## config.mk

```make
export PLATFORM = sky130hd
export DESIGN_NAME = vga_timing_pipe_flat
export DESIGN_NICKNAME = d
export VERILOG_FILES = /design/src/rtl/vga_timing_pkg.sv /design/src/rtl/vga_timing_pipe_if.sv /design/src/rtl/sync_delay_line.sv /design/src/rtl/vga_timing_pipe.sv /design/src/flat_wrapper.sv
export SDC_FILE = /design/constraint.sdc
export NUM_CORES = 1
export LEC_CHECK = 0
export CAP_MARGIN = 20
export CORE_ASPECT_RATIO = 1.4
export CORE_UTILIZATION = 33
export CTS_BUF_LIST = sky130_fd_sc_hd__clkbuf_8
export CTS_CLUSTER_DIAMETER = 30
export DETAILED_ROUTE_END_ITERATION = 10
export DONT_BUFFER_PORTS = 1
export SETUP_SLACK_MARGIN = 0.5
export SYNTH_ARGS = -nofsm -noshare
export SYNTH_HDL_FRONTEND = slang
export SYNTH_SLANG_ARGS = --single-unit
```

## constraint.sdc

```tcl
create_clock -name clk -period 5.4 [get_ports clk]
set_input_delay 0 -clock clk [delete_from_list [all_inputs] [get_ports clk]]
set_output_delay 0 -clock clk [all_outputs]
set_load 0.05 [all_outputs]
```

## src/rtl/vga_timing_pkg.sv

```systemverilog
// vga_timing_pkg: 640x480@60 timing defaults and the packed sync-bit bundle.
package vga_timing_pkg;
    localparam int DEF_H_ACTIVE = 640;
    localparam int DEF_H_FP     = 16;
    localparam int DEF_H_SYNC   = 96;
    localparam int DEF_H_BP     = 48;
    localparam int DEF_V_ACTIVE = 480;
    localparam int DEF_V_FP     = 10;
    localparam int DEF_V_SYNC   = 2;
    localparam int DEF_V_BP     = 33;
    localparam int DEF_H_TOTAL  = DEF_H_ACTIVE + DEF_H_FP + DEF_H_SYNC + DEF_H_BP;
    localparam int DEF_V_TOTAL  = DEF_V_ACTIVE + DEF_V_FP + DEF_V_SYNC + DEF_V_BP;
    localparam int DEF_COORD_W  = 10;
    localparam int DEF_FRAME_W  = 8;

    typedef struct packed {
        logic display;
        logic h_sync;
        logic v_sync;
    } sync_bits_t;
endpackage

```

## src/rtl/vga_timing_pipe_if.sv

```systemverilog
// vga_timing_pipe_if: pixel enable in, raster coordinates and sync/strobe outputs out.
interface vga_timing_pipe_if
    import vga_timing_pkg::*;
#(
    parameter int COORD_W = DEF_COORD_W,
    parameter int FRAME_W = DEF_FRAME_W
) ();
    logic               pix_ce;
    logic [COORD_W-1:0] x;
    logic [COORD_W-1:0] y;
    logic               display;
    logic               h_sync;
    logic               v_sync;
    logic               line_start;
    logic               frame_start;
    logic [FRAME_W-1:0] frame_cnt;
    logic               display_d;
    logic               h_sync_d;
    logic               v_sync_d;

    modport master (
        input  pix_ce,
        output x, y, display, h_sync, v_sync, line_start, frame_start,
               frame_cnt, display_d, h_sync_d, v_sync_d
    );

    modport slave (
        output pix_ce,
        input  x, y, display, h_sync, v_sync, line_start, frame_start,
               frame_cnt, display_d, h_sync_d, v_sync_d
    );
endinterface

```

## src/rtl/sync_delay_line.sv

```systemverilog
// sync_delay_line: DEPTH-stage, 3-bit, clock-enabled shift register with per-bit reset values.
module sync_delay_line #(
    parameter int         DEPTH   = 0,
    parameter logic [2:0] RST_VAL = 3'b000
) (
    input  logic       clk,
    input  logic       rst_n,
    input  logic       ce,
    input  logic [2:0] din,
    output logic [2:0] dout
);
    if (DEPTH == 0) begin : g_bypass
        logic unused_ok;
        assign unused_ok = &{1'b0, clk, rst_n, ce};
        assign dout = din;
    end else begin : g_shift
        logic [2:0] sr [DEPTH];
        always_ff @(posedge clk or negedge rst_n) begin
            if (!rst_n) begin
                for (int i = 0; i < DEPTH; i++) sr[i] <= RST_VAL;
            end else if (ce) begin
                sr[0] <= din;
                for (int i = 1; i < DEPTH; i++) sr[i] <= sr[i-1];
            end
        end
        assign dout = sr[DEPTH-1];
    end
endmodule

```

## src/rtl/vga_timing_pipe.sv

```systemverilog
// vga_timing_pipe: VGA raster counters with registered display/sync, frame counter and a renderer-latency delay line.
module vga_timing_pipe
    import vga_timing_pkg::*;
#(
    parameter int H_ACTIVE   = DEF_H_ACTIVE,
    parameter int H_FP       = DEF_H_FP,
    parameter int H_SYNC     = DEF_H_SYNC,
    parameter int H_BP       = DEF_H_BP,
    parameter int V_ACTIVE   = DEF_V_ACTIVE,
    parameter int V_FP       = DEF_V_FP,
    parameter int V_SYNC     = DEF_V_SYNC,
    parameter int V_BP       = DEF_V_BP,
    parameter bit H_POL      = 1'b0,
    parameter bit V_POL      = 1'b0,
    parameter int COORD_W    = DEF_COORD_W,
    parameter int PIPE_DELAY = 0,
    parameter int FRAME_W    = DEF_FRAME_W
) (
    input logic              clk,
    input logic              rst_n,
    vga_timing_pipe_if.master bus
);
    localparam int H_TOTAL = H_ACTIVE + H_FP + H_SYNC + H_BP;
    localparam int V_TOTAL = V_ACTIVE + V_FP + V_SYNC + V_BP;
    localparam logic [COORD_W-1:0] H_LAST = COORD_W'(H_TOTAL - 1);
    localparam logic [COORD_W-1:0] V_LAST = COORD_W'(V_TOTAL - 1);
    localparam logic [COORD_W-1:0] H_ACT  = COORD_W'(H_ACTIVE);
    localparam logic [COORD_W-1:0] V_ACT  = COORD_W'(V_ACTIVE);
    localparam logic [COORD_W-1:0] HS_BEG = COORD_W'(H_ACTIVE + H_FP);
    localparam logic [COORD_W-1:0] HS_END = COORD_W'(H_ACTIVE + H_FP + H_SYNC);
    localparam logic [COORD_W-1:0] VS_BEG = COORD_W'(V_ACTIVE + V_FP);
    localparam logic [COORD_W-1:0] VS_END = COORD_W'(V_ACTIVE + V_FP + V_SYNC);
    localparam sync_bits_t RST_SYNC = '{display: 1'b0, h_sync: ~H_POL, v_sync: ~V_POL};

    logic [COORD_W-1:0] x, y, x_nxt, y_nxt;
    logic [FRAME_W-1:0] frame_cnt;
    logic               wrap_x, wrap_frame;
    sync_bits_t         cur, nxt, dly;

    // Sync/display are decoded from the next position so the registered copy lines up with x/y.
    always_comb begin
        wrap_x      = x == H_LAST;
        wrap_frame  = wrap_x && y == V_LAST;
        x_nxt       = wrap_x ? '0 : x + 1'b1;
        y_nxt       = wrap_frame ? '0 : wrap_x ? y + 1'b1 : y;
        nxt.display = x_nxt < H_ACT && y_nxt < V_ACT;
        nxt.h_sync  = (x_nxt >= HS_BEG && x_nxt < HS_END) ? H_POL : ~H_POL;
        nxt.v_sync  = (y_nxt >= VS_BEG && y_nxt < VS_END) ? V_POL : ~V_POL;
    end

    // Reset parks at the last pixel of the last line so the first enable lands on (0,0), frame 0.
    always_ff @(posedge clk or negedge rst_n) begin
        if (!rst_n) begin
            x         <= H_LAST;
            y         <= V_LAST;
            frame_cnt <= '1;
            cur       <= RST_SYNC;
        end else if (bus.pix_ce) begin
            x   <= x_nxt;
            y   <= y_nxt;
            cur <= nxt;
            if (wrap_frame) frame_cnt <= frame_cnt + 1'b1;
        end
    end

    sync_delay_line #(
        .DEPTH   (PIPE_DELAY),
        .RST_VAL (RST_SYNC)
    ) u_delay (
        .clk   (clk),
        .rst_n (rst_n),
        .ce    (bus.pix_ce),
        .din   (cur),
        .dout  (dly)
    );

    assign bus.x           = x;
    assign bus.y           = y;
    assign bus.frame_cnt   = frame_cnt;
    assign bus.display     = cur.display;
    assign bus.h_sync      = cur.h_sync;
    assign bus.v_sync      = cur.v_sync;
    assign bus.line_start  = bus.pix_ce && x == '0;
    assign bus.frame_start = bus.pix_ce && x == '0 && y == '0;
    assign bus.display_d   = dly.display;
    assign bus.h_sync_d    = dly.h_sync;
    assign bus.v_sync_d    = dly.v_sync;
endmodule

```

## src/flat_wrapper.sv

```systemverilog
// flat-port wrapper written by rule: the top's interface ports become plain ports
module vga_timing_pipe_flat import vga_timing_pkg::*;
#(
    parameter int H_ACTIVE   = DEF_H_ACTIVE,
    parameter int H_FP       = DEF_H_FP,
    parameter int H_SYNC     = DEF_H_SYNC,
    parameter int H_BP       = DEF_H_BP,
    parameter int V_ACTIVE   = DEF_V_ACTIVE,
    parameter int V_FP       = DEF_V_FP,
    parameter int V_SYNC     = DEF_V_SYNC,
    parameter int V_BP       = DEF_V_BP,
    parameter bit H_POL      = 1'b0,
    parameter bit V_POL      = 1'b0,
    parameter int COORD_W    = DEF_COORD_W,
    parameter int PIPE_DELAY = 0,
    parameter int FRAME_W    = DEF_FRAME_W
)
  (clk, rst_n, bus_pix_ce, bus_x, bus_y, bus_display, bus_h_sync, bus_v_sync, bus_line_start, bus_frame_start, bus_frame_cnt, bus_display_d, bus_h_sync_d, bus_v_sync_d);
  vga_timing_pipe_if #(.COORD_W(COORD_W), .FRAME_W(FRAME_W)) bus_i ();
  input logic clk;
  input logic rst_n;
  input wire logic [$bits(bus_i.pix_ce)-1:0] bus_pix_ce;
  output wire logic [$bits(bus_i.x)-1:0] bus_x;
  output wire logic [$bits(bus_i.y)-1:0] bus_y;
  output wire logic [$bits(bus_i.display)-1:0] bus_display;
  output wire logic [$bits(bus_i.h_sync)-1:0] bus_h_sync;
  output wire logic [$bits(bus_i.v_sync)-1:0] bus_v_sync;
  output wire logic [$bits(bus_i.line_start)-1:0] bus_line_start;
  output wire logic [$bits(bus_i.frame_start)-1:0] bus_frame_start;
  output wire logic [$bits(bus_i.frame_cnt)-1:0] bus_frame_cnt;
  output wire logic [$bits(bus_i.display_d)-1:0] bus_display_d;
  output wire logic [$bits(bus_i.h_sync_d)-1:0] bus_h_sync_d;
  output wire logic [$bits(bus_i.v_sync_d)-1:0] bus_v_sync_d;
  assign bus_i.pix_ce = bus_pix_ce;
  assign bus_x = bus_i.x;
  assign bus_y = bus_i.y;
  assign bus_display = bus_i.display;
  assign bus_h_sync = bus_i.h_sync;
  assign bus_v_sync = bus_i.v_sync;
  assign bus_line_start = bus_i.line_start;
  assign bus_frame_start = bus_i.frame_start;
  assign bus_frame_cnt = bus_i.frame_cnt;
  assign bus_display_d = bus_i.display_d;
  assign bus_h_sync_d = bus_i.h_sync_d;
  assign bus_v_sync_d = bus_i.v_sync_d;
  vga_timing_pipe #(.H_ACTIVE(H_ACTIVE), .H_FP(H_FP), .H_SYNC(H_SYNC), .H_BP(H_BP), .V_ACTIVE(V_ACTIVE), .V_FP(V_FP), .V_SYNC(V_SYNC), .V_BP(V_BP), .H_POL(H_POL), .V_POL(V_POL), .COORD_W(COORD_W), .PIPE_DELAY(PIPE_DELAY), .FRAME_W(FRAME_W)) u_core (.clk(clk), .rst_n(rst_n), .bus(bus_i));
endmodule
```

==> out/qor.csv, run 1 <==
metric;value;unit
outcome;finished, final reports clean;
startpoint_type;flip-flop;
syn_nets;235;
stdcell_area;0.002196;mm²
synth-seq-cells;31;
min_period;2.891;ns
cts_tree;built;
rows;33;
switchingPower;251.1;µW
grt_max_degree;32;
synthCells;227;
seq_area;800.8;µm²
synth_top_flop_cell;dfstp_2;
endpoint_kind;output pin;
p_sw_share;37.35;%
layout_setup_ws;2.509;ns
pwr-share-seq;58.1;%
fmax;345.9;MHz
core_area;0.005946;mm²
drive_gt1_share;19.37;%
place_area;0.002056;mm²
ios;39;
initial_core_util;34.79;%
setup-tns-final;0;ns
comb_power_share;12.0;%
post-route-drc-count;0;
skew;0.007799;ns
fillers;641;
firstDrtPassIters;4;
hold_viol_final;0;
synth_seq_area_share;38.72;%
peakVddDrop;0.1101;mV
gp_congestion;0.8284;
path_max_fanout;13;
die_area;0.006593;mm²
place_inst;281;
relSlewSlack;31.92;%
clk_latency;0.28;ns
cts_root_buf;clkbuf_8;
syn_to_final_growth;6.171;%
hold_class;in -> reg;
path_clk_slew;0.07;ns
vias_per_cell;5.558;
worstSetupPathType;reg -> out;
internal_power;421.2;µW
drv_cap;0;
path_cells;nor3_1, nand3_1, nor3_2, and4_1;
nNetsFinal;229;
clkPwrFrac;29.9;%
ys_async_sr_fraction;100.0;%
post-route-period-util;53.53;%
setup_violations;0;
final_cells;292;
total_power;672.3;µW
overflow;0;
final_util;36.93;%
synth_cell_type_count;56;
slowest_stage;nor3_2;
die_h;95.67;µm
p_per_area;306.2;mW/mm²
netlist_area;0.002068;mm²
cp.required;5.40;ns
worst_pin_slew;1.016;ns
grt_pass1_wl;7638;µm
num_vias;1623;
multiInputGateArea;0.001145;mm²
ctsHtreeMaxLevel;2;
grt_pass1_vias;1552;
rsz0062_at_grt;no;
dp_slack;2.814;ns
wl;4681;µm
cts_buffers;5;
die_w;68.91;µm
holdWs;0.01321;ns
antenna_found_initial;0;
slowest_delay;0.78;ns
grt_usage;15.77;%
routedWlPerCell;16.03;µm
crit_arrival;2.89;ns
yosysWarnings;0;
ctsResizeCount;0;
antenna_left;0;
p_leak;0.8583;nW
syn_area_per_cell;9.111;µm²
io_buffers;0;
synth-edff-count;0;
cts_sinks;31;
hpwlAfterDp;3215;µm
num_antenna_cells;0;
first_iter_violations;145;
finalMaxSlewViolations;0;
clk_path_buf_depth;2;
==> cell families (layout without fill, tap and decap cells) <==
logic type      Yosys count  in the layout  synth area share (%)
mux                       3              3                 1.512
fa+ha+maj                 5              5                 3.025
buf+inv                  22             17                 6.170
flops                    31             31                 38.72
simple gates            102            102                 28.68
compound gates           49             49                 15.55
xor+xnor                 15             15                 6.352
==> worst max-delay path, delay by kind of cell (launching register included) <==
kind             cells  cell delay [ns]
AND/OR/NAND/NOR      4             1.92
flip-flops           1             0.68
==> synthesized netlist by cell type (all sizes together), types with 2 or more instances <==
| cell type | n | area, µm² |
|---|---|---|
| nand2 | 34 | 127.6 |
| o21ai | 21 | 105.1 |
| dfstp | 20 | 525.5 |
| nor2 | 20 | 93.84 |
| nand3 | 12 | 77.58 |
| buf | 11 | 85.08 |
| dfrtp | 11 | 275.3 |
| xnor2 | 10 | 87.58 |
| and3 | 9 | 56.30 |
| a21oi | 8 | 40.04 |
| nand4 | 7 | 65.06 |
| nor3 | 7 | 51.30 |
| inv | 6 | 22.52 |
| clkbuf | 5 | 20.01 |
| ha | 5 | 62.56 |
| xor2 | 5 | 43.79 |
| o31ai | 4 | 30.03 |
| o311a | 3 | 30.03 |
| and4 | 2 | 17.52 |
| mux2i | 2 | 20.02 |
| nor2b | 2 | 12.51 |
| o32a | 2 | 20.02 |
| or3 | 2 | 17.52 |
==> area by class of cell <==
type / instances / area share (%)
inverters: 6 / 1.026
flip-flops and latches: 31 / 36.47
clock buffers: 7 / 4.387
clock inverters: 1 / 0.1709
well taps: 70 / 3.989
repair buffers: 3 / 1.823
multi-input cells: 174 / 52.14
==> repair_timing <==
item / CTS / global route
setup buffers: 0 / 0
endpoints found under the hold margin: 45 / 0
hold buffers: 3 / 0
==> worst paths after layout <==
kind	cells past startpoint	from	to	slack, ns
setup / recovery	4	u_core.bus.x[5]$_DFFE_PN0P_	bus_frame_start	2.51
max in group asynchronous	2	rst_n	u_core.bus.x[0]$_DFFE_PN1P_	4.97
min in group asynchronous	2	rst_n	u_core.bus.x[7]$_DFFE_PN0P_	0.19
hold / removal	2	bus_pix_ce	u_core.bus.y[1]$_DFFE_PN0P_	0.01
hold reg to reg	1	u_core.bus.frame_cnt[4]$_DFFE_PN1P_	u_core.bus.frame_cnt[4]$_DFFE_PN1P_	0.63
setup reg to reg	7	u_core.bus.x[1]$_DFFE_PN1P_	u_core.bus.v_sync$_DFFE_PN1P_	2.87
==> per-layer routing <==
metal  part of all wire (%)  GRT usage, %
met5                      0             0
met4                    1.1         5.952
met3                    7.1         5.981
met2                     50         24.92
met1                     42         19.04
==> state kept, by name, indices dropped and copies added (netlist names) <==
| signal | flops |
|---|---|
| u_core.bus.y | 10 |
| u_core.bus.v_sync | 1 |
| u_core.bus.x | 10 |
| u_core.bus.h_sync | 1 |
| u_core.bus.display | 1 |
| u_core.bus.frame_cnt | 8 |
==> power by group through the flow <==
stage / registers (mW) / logic (mW) / clock network (mW)
final: 0.391 / 0.0806 / 0.201
after global routing: 0.399 / 0.0913 / 0.219
after CTS: 0.391 / 0.0820 / 0.211
after detailed placement: 0.396 / 0.0716 / 0
after global placement: 0.394 / 0.0715 / 0
after floorplan: 0.366 / 0.0901 / 0
==> cell usage in the layout (no fill, tap or decap), drive strengths merged, types with 8 or more instances in the layout <==
cell,Yosys,layout
nor2,20,20
nand3,12,12
a21oi,8,8
and3,9,9
nand2,34,34
dfrtp,11,11
xnor2,10,10
o21ai,21,21
dfstp,20,20
(Power assumes the default switching activity.)
==> inputs of run 2 (changes only) <==
--- a/config.mk
+++ b/config.mk
@@ -5,6 +5,7 @@
 export SDC_FILE = /design/constraint.sdc
 export NUM_CORES = 1
 export LEC_CHECK = 0
+export ABC_AREA = 1
 export CAP_MARGIN = 20
 export CORE_ASPECT_RATIO = 1.4
 export CORE_UTILIZATION = 33
==> constraint.sdc (replaced) <==
create_clock -name clk -period 2.4 [get_ports clk]
set_input_delay 0 -clock clk [delete_from_list [all_inputs] [get_ports clk]]
set_output_delay 0 -clock clk [all_outputs]
set_load 0.05 [all_outputs]
==> out/qor.csv, run 2 <==
metric;value;unit;change
ctsHtreeMaxLevel;2;;unchanged
die_h;95.93;µm;was 95.67 µm
hpwlAfterDp;3730;µm;was 3215 µm
p_sw_share;44.40;%;was 37.35%
yosysMostFrequentCell;nand2_1;;unchanged
startpoint_type;flip-flop;;unchanged
cts_tree;built;;unchanged
violations;hold timing;;
syn_to_final_growth;28.34;%;was 6.171%
cp.required;2.63;ns;was 5.40 ns
outcome;complete, but fails checks;;was finished, final reports clean
path_max_fanout;5;;was 13
grt_pass1_wl;8894;µm;was 7638 µm
grt_usage;17.15;%;was 15.77%
r2r-start;u_core.bus.x[1]$_DFFE_PN1P_;;unchanged
holdWs;-0.2176;ns;was 0.01321 ns
setup-tns-final;0;ns;unchanged
path_clk_slew;0.07;ns;about the same
p_leak;1.255;nW;was 0.8583 nW
endpoint_kind;flip-flop;;was output pin
cts_sinks;31;;unchanged
internal_power;1.249;mW;was 421.2 µW
cts_root_buf;clkbuf_8;;unchanged
crit_arrival;2.18;ns;was 2.89 ns
synth_top_flop_cell;dfstp_2;;unchanged
nNetsFinal;314;;was 229
antenna_found_initial;0;;unchanged
routedWlPerCell;14.10;µm;was 16.03 µm
syn_nets;283;;was 235
post-route-period-util;81.38;%;
pwr-share-seq;41.0;%;was 58.1%
firstDrtPassIters;4;;unchanged
relSlewSlack;65.85;%;was 31.92%
synth-edff-count;0;;unchanged
layout_commonest_cell;nand2_1;;unchanged
setup_violations;0;;unchanged
min-delay-start;bus_pix_ce;;unchanged
num_vias;1882;;was 1623
grt_max_degree;32;;unchanged
p_per_area;842.1;mW/mm²;was 306.2 mW/mm²
yosysWarnings;0;;unchanged
skew;0.004336;ns;was 0.007799 ns
finalMaxSlewViolations;0;;unchanged
yosys.area.top_type;dfstp_2;;unchanged
comb_power_share;34.5;%;was 12.0%
post-route-drc-count;0;;unchanged
overflow;0;;unchanged
gp_congestion;0.9065;;was 0.8284
reg_top3;u_core.bus.x x10, u_core.bus.y x10, u_core.bus.frame_cnt x8;;unchanged
startpoint;u_core.bus.x[1]$_DFFE_PN1P_;;was u_core.bus.x[5]$_DFFE_PN0P_
switchingPower;997.8;µW;was 251.1 µW
netlist_area;0.002079;mm²;was 0.002068 mm²
rsz0062_at_grt;yes;;was no
vias_per_cell;4.992;;was 5.558
die_area;0.006627;mm²;was 0.006593 mm²
core_area;0.005987;mm²;was 0.005946 mm²
num_antenna_cells;0;;unchanged
wl;5315;µm;was 4681 µm
syn_area_per_cell;7.562;µm²;was 9.111 µm²
drive_gt1_share;34.53;%;was 19.37%
ctsHoldBuffers;4;;was 3
initial_core_util;34.73;%;was 34.79%
antenna_left;0;;unchanged
synthCells;275;;was 227
synthTopCellsByArea;dfstp_2 (25%), nand2_1 (16%), dfrtp_1 (13%);;was dfstp_2 (25%), dfrtp_1 (13%), nand2_1 (6.2%)
drv_cap;0;;unchanged
die_w;69.09;µm;was 68.91 µm
ys_async_sr_fraction;100.0;%;unchanged
fmax;512.0;MHz;
clkPwrFrac;24.5;%;was 29.9%
worst_pin_slew;0.5123;ns;was 1.016 ns
grt_pass1_vias;1840;;was 1552
clk_latency;0.29;ns;was 0.28 ns
yosysTopAreaCellShare;25.27;%;was 25.41%
synth_cell_type_count;34;;was 56
ios;39;;unchanged
peakVddDrop;0.4061;mV;was 0.1101 mV
clk_path_buf_depth;2;;unchanged
hold_class;in -> reg;;unchanged
yosys-top-cells-count;nand2_1 (86), inv_1 (30), nor2_1 (26);;was nand2_1 (34), dfstp_2 (20), o21ai_0 (19)
worstSetupPathType;reg -> reg;;was reg -> out
rows;33;;unchanged
synth-seq-cells;31;;unchanged
synth_seq_area_share;38.51;%;was 38.72%
first_iter_violations;73;;was 145
min_period;1.953;ns;
hold_viol_final;20;;was 0
cts_buffers;5;;unchanged
io_buffers;0;;unchanged
final_cell_mix;nand2_1 (79), inv_1 (27), nor2_1 (24), buf_4 (24);;was nand2_1 (34), dfstp_2 (20), o21ai_0 (19), nor2_1 (18), dfrtp_1 (11)
-- run 2: cell types whose count changed after synthesis, moves of 5 or more --
cell     change
nand2_1     +52
inv_1       +25
and3_1       -8
nor2_1       +8
nand3_1      +7
a21oi_1      -6
xnor2_1      -6
nand3_2      +5
-- run 2: stage by stage --
| step | area (µm²) | utilization (%) | worst slack [ns] | std cells | power (mW) |
|---|---|---|---|---|---|
| after floorplan | 2132 | - | 0.3718 | 275 | 1.418 |
| after global placement | 2273 | 37.97 | 0.2943 | 351 | 1.591 |
| after detailed placement | 2273 | 37.97 | 0.2972 | 351 | 1.592 |
| after CTS | 2540 | 42.42 | 0.4107 | 371 | 2.232 |
| after global routing | 2669 | 44.58 | 0.3273 | 377 | 2.385 |
| final | 2669 | 44.58 | 0.4469 | 377 | 2.247 |
-- run 2: cell type report --
class	count	area, µm²
Clock buffer	6	82.58
Clock inverter	2	35.03
Fill cell	597	3318
Inverter	33	126.4
Multi-Input combinational cell	204	1226
Sequential cell	31	823.3
Tap cell	70	87.58
Timing Repair Buffer	31	287.8
-- run 2: cells by family (layout without fill, tap and decap cells) --
kind of cell / after synthesis / count (layout) / synth area share (%)
AND/OR/NAND/NOR: 162 / 163 / 38.81
buffers and inverters: 41 / 72 / 8.424
flip-flops: 31 / 31 / 38.51
AO/OA/AOI/OAI: 25 / 25 / 6.378
XOR/XNOR: 9 / 9 / 3.790
adder cells (fa/ha/maj): 5 / 5 / 3.008
multiplexers: 2 / 2 / 1.083
-- run 2: timing repair --
| action | 4_1_cts | 5_1_grt |
|---|---|---|
| setup buffers | 7 | 6 |
| endpoints found under the setup margin | 12 | 16 |
| resized for setup | 6 | 19 |
| pin swaps | 12 | 14 |
| endpoints found under the hold margin | 54 | 20 |
| cloned | 1 | 1 |
-- run 2: path summary, 6_finish.rpt --
kind	cells past startpoint	end	slack, ns
min reg2reg	2	u_core.bus.y[5]$_DFFE_PN0P_	0.58
max in group asynchronous	2	u_core.bus.x[9]$_DFFE_PN1P_	2.00
max	13	u_core.bus.v_sync$_DFFE_PN1P_	0.45
min	1	u_core.bus.x[8]$_DFFE_PN1P_	-0.22
max reg2reg	13	u_core.bus.v_sync$_DFFE_PN1P_	0.45
min in group asynchronous	2	u_core.bus.x[5]$_DFFE_PN0P_	0.16
-- run 2: per-layer routing --
metal  vias up  wire (µm)  GRT usage [%]
met3        11        300          4.503
li1        942          -              -
met4         0        172          8.333
met2        50       2766          31.80
met5         -          0              0
met1       879       2075          18.01
-- run 2: critical path: stages, from the launching register on --
cell and delay, ns:
dfstp_4 0.73, ha_4 0.17, nand2_4 0.07, inv_4 0.09, nand2_8 0.06, nor2_8 0.13
buf_4 0.17, nand2_1 0.05, nand2_1 0.08, nand2_1 0.05, nor2_1 0.11, nand3_1 0.08
nand2_1 0.07, inv_1 0.04
-- run 2: power by group through the flow --
stage               Sequential [mW]  Combinational (mW)  Clock, mW
detailed placement            0.921               0.670          0
CTS                           0.918               0.750      0.563
global route                  0.940               0.859      0.587
global placement              0.919               0.671          0
finish                        0.922               0.775      0.550
floorplan                      1.07               0.346          0
==> inputs of run 3 (changes only) <==
==> constraint.sdc (replaced) <==
create_clock -name clk -period 1.8 [get_ports clk]
set_input_delay 0 -clock clk [delete_from_list [all_inputs] [get_ports clk]]
set_output_delay 0 -clock clk [all_outputs]
set_load 0.05 [all_outputs]
==> out/qor.csv, run 3 (synthesized netlist as in run 2, its figures left out) <==
metric;value;unit;change
outcome;complete, but fails checks;;unchanged
violations;setup timing;;was hold timing
final_cells;412;;was 377
num_vias;2045;;was 1882
relSlewSlack;60.52;%;was 65.85%
critical_path.top_delay_family;simple AND/OR/NAND/NOR gates;;was flip-flops
hpwlAfterDp;3927;µm;was 3730 µm
io_buffers;0;;unchanged
ctsHtreeMaxLevel;2;;unchanged
drv_cap;0;;unchanged
dp_slack;-0.06109;ns;was 0.2972 ns
die_h;95.93;µm;unchanged
holdWs;0.1392;ns;was -0.2176 ns
slowest_delay;0.49;ns;was 0.73 ns
die_w;69.09;µm;unchanged
worstSetupPathType;reg -> out;;was reg -> reg
layout_setup_ws;-0.05686;ns;was 0.4469 ns
path_cells;buf_6, buf_12, clkinv_8, ha_4, nand4_1, nor4_4, and3_4;;was ha_4, nand2_4, inv_4, nand2_8, nor2_8, buf_4, nand2_1, nand2_1, nand2_1, nor2_1, nand3_1, nand2_1, inv_1
nNetsFinal;349;;was 314
p_sw_share;43.48;%;was 44.40%
cts_sinks;31;;unchanged
overflow;0;;unchanged
syn_to_final_growth;51.75;%;was 28.34%
reg_top3;u_core.bus.x x10, u_core.bus.y x10, u_core.bus.frame_cnt x8;;unchanged
path_max_fanout;3;;was 5
first_iter_violations;78;;was 73
cts_tree;built;;unchanged
internal_power;1.902;mW;was 1.249 mW
final_util;52.71;%;was 44.58%
min_period;1.857;ns;
grt_max_degree;32;;unchanged
pwr-share-seq;30.6;%;was 41.0%
post-route-drc-count;0;;unchanged
clk_path_buf_depth;2;;unchanged
num_antenna_cells;0;;unchanged
startpoint_type;flip-flop;;unchanged
crit_buf_inv;3;;unchanged
p_per_area;1066;mW/mm²;was 842.1 mW/mm²
worst_pin_slew;0.5915;ns;was 0.5123 ns
grt_pass1_wl;9370;µm;was 8894 µm
skew;0.006276;ns;was 0.004336 ns
rsz0062_at_grt;yes;;unchanged
ios;39;;unchanged
vias_per_cell;4.964;;was 4.992
wl;5803;µm;was 5315 µm
initial_core_util;34.73;%;unchanged
cp.required;1.80;ns;was 2.63 ns
fmax;538.5;MHz;
comb_power_share;47.7;%;was 34.5%
firstDrtPassIters;4;;unchanged
clk_latency;0.29;ns;about the same
grt_pass1_vias;2081;;was 1840
slowest_stage;dfstp_4;;unchanged
drive_gt1_share;51.17;%;was 34.53%
crit_arrival;1.86;ns;was 2.18 ns
post-route-period-util;103.2;%;
p_leak;1.506;nW;was 1.255 nW
gp_congestion;0.8635;;was 0.9065
peakVddDrop;0.4809;mV;was 0.4061 mV
finalMaxSlewViolations;0;;unchanged
rows;33;;unchanged
grt_usage;18.01;%;was 17.15%
switchingPower;1.463;mW;was 997.8 µW
die_area;0.006627;mm²;unchanged
core_area;0.005987;mm²;unchanged
cts_buffers;5;;unchanged
hold_viol_final;0;;was 20
hold_class;in -> reg;;unchanged
setup_violations;10;;was 0
antenna_left;0;;unchanged
routedWlPerCell;14.08;µm;was 14.10 µm
place_inst;383;;was 351
antenna_found_initial;0;;unchanged
layout_commonest_cell;nand2_1;;unchanged
path_clk_slew;0.07;ns;about the same
final_cell_mix;nand2_1 (66), buf_4 (44), inv_1 (23), nor2_1 (21);;was nand2_1 (79), inv_1 (27), nor2_1 (24), buf_4 (24)
clkPwrFrac;21.7;%;was 24.5%
total_power;3.365;mW;was 2.247 mW
cts_root_buf;clkbuf_8;;unchanged
endpoint_kind;output pin;;was flip-flop
==> run 3: metrics by stage <==
stage                     setup TNS [ns]  instance area, µm²
final                            -0.2448                3156
after global routing              -1.487                3156
after CTS                        -0.1045                2928
after detailed placement         -0.1227                2582
after global placement          -0.06208                2582
after floorplan                  -0.6261                2201
==> run 3: tightest hold or removal path, delay by kind of cell <==
family	cells	cell delay [ns]
buffers and inverters	1	0.24
AO/OA/AOI/OAI	1	0.05
AND/OR/NAND/NOR	1	0.13
==> run 3: layout make-up <==
cell class,count,area (µm²)
Tap cell,70,87.58
Multi-Input combinational cell,204,1379
Clock buffer,6,82.58
Fill cell,547,2831
Inverter,33,136.4
Timing Repair Buffer,66,605.6
Clock inverter,2,35.03
Sequential cell,31,829.5
==> run 3: final timing paths <==
kind / slack, ns / cells after the start / endpoint / startpoint
hold / removal: 0.14 / 3 / u_core.bus.x[9]$_DFFE_PN1P_ / bus_pix_ce
max in group asynchronous: 1.39 / 2 / u_core.bus.x[9]$_DFFE_PN1P_ / rst_n
setup / recovery: -0.06 / 7 / bus_frame_start / u_core.bus.x[1]$_DFFE_PN1P_
setup reg to reg: -0.04 / 12 / u_core.bus.display$_DFFE_PN0P_ / u_core.bus.x[0]$_DFFE_PN1P_
hold reg to reg: 0.47 / 2 / u_core.bus.h_sync$_DFFE_PN1P_ / u_core.bus.h_sync$_DFFE_PN1P_
min in group asynchronous: 0.16 / 2 / u_core.bus.y[0]$_DFFE_PN0P_ / rst_n
==> run 3: timing repair <==
action                                 4_1_cts  5_1_grt
gates resized for setup                     31       45
endpoints found under the hold margin       52        0
setup endpoints to repair                   32       32
gates cloned                                 1        0
pin swaps                                   10        9
setup buffers                                7        9
hold buffers                                 4        0
==> run 3: layer usage <==
metal  share of wire, %  vias to the layer above  global-route usage (%)
met5                  0                        -                       0
met3                5.9                       16                   5.131
li1                   -                     1010                       -
met1                 39                      957                   18.82
met4                3.5                        0                   9.354
met2                 51                       62                   32.93
==> run 3: power by group through the flow <==
stage	Sequential [mW]	Combinational (mW)	Clock (mW)
after global routing	1.05	1.71	0.766
after global placement	1.03	1.27	0
after floorplan	1.47	0.502	0
after detailed placement	1.03	1.28	0
final	1.03	1.61	0.731
after CTS	1.02	1.40	0.741
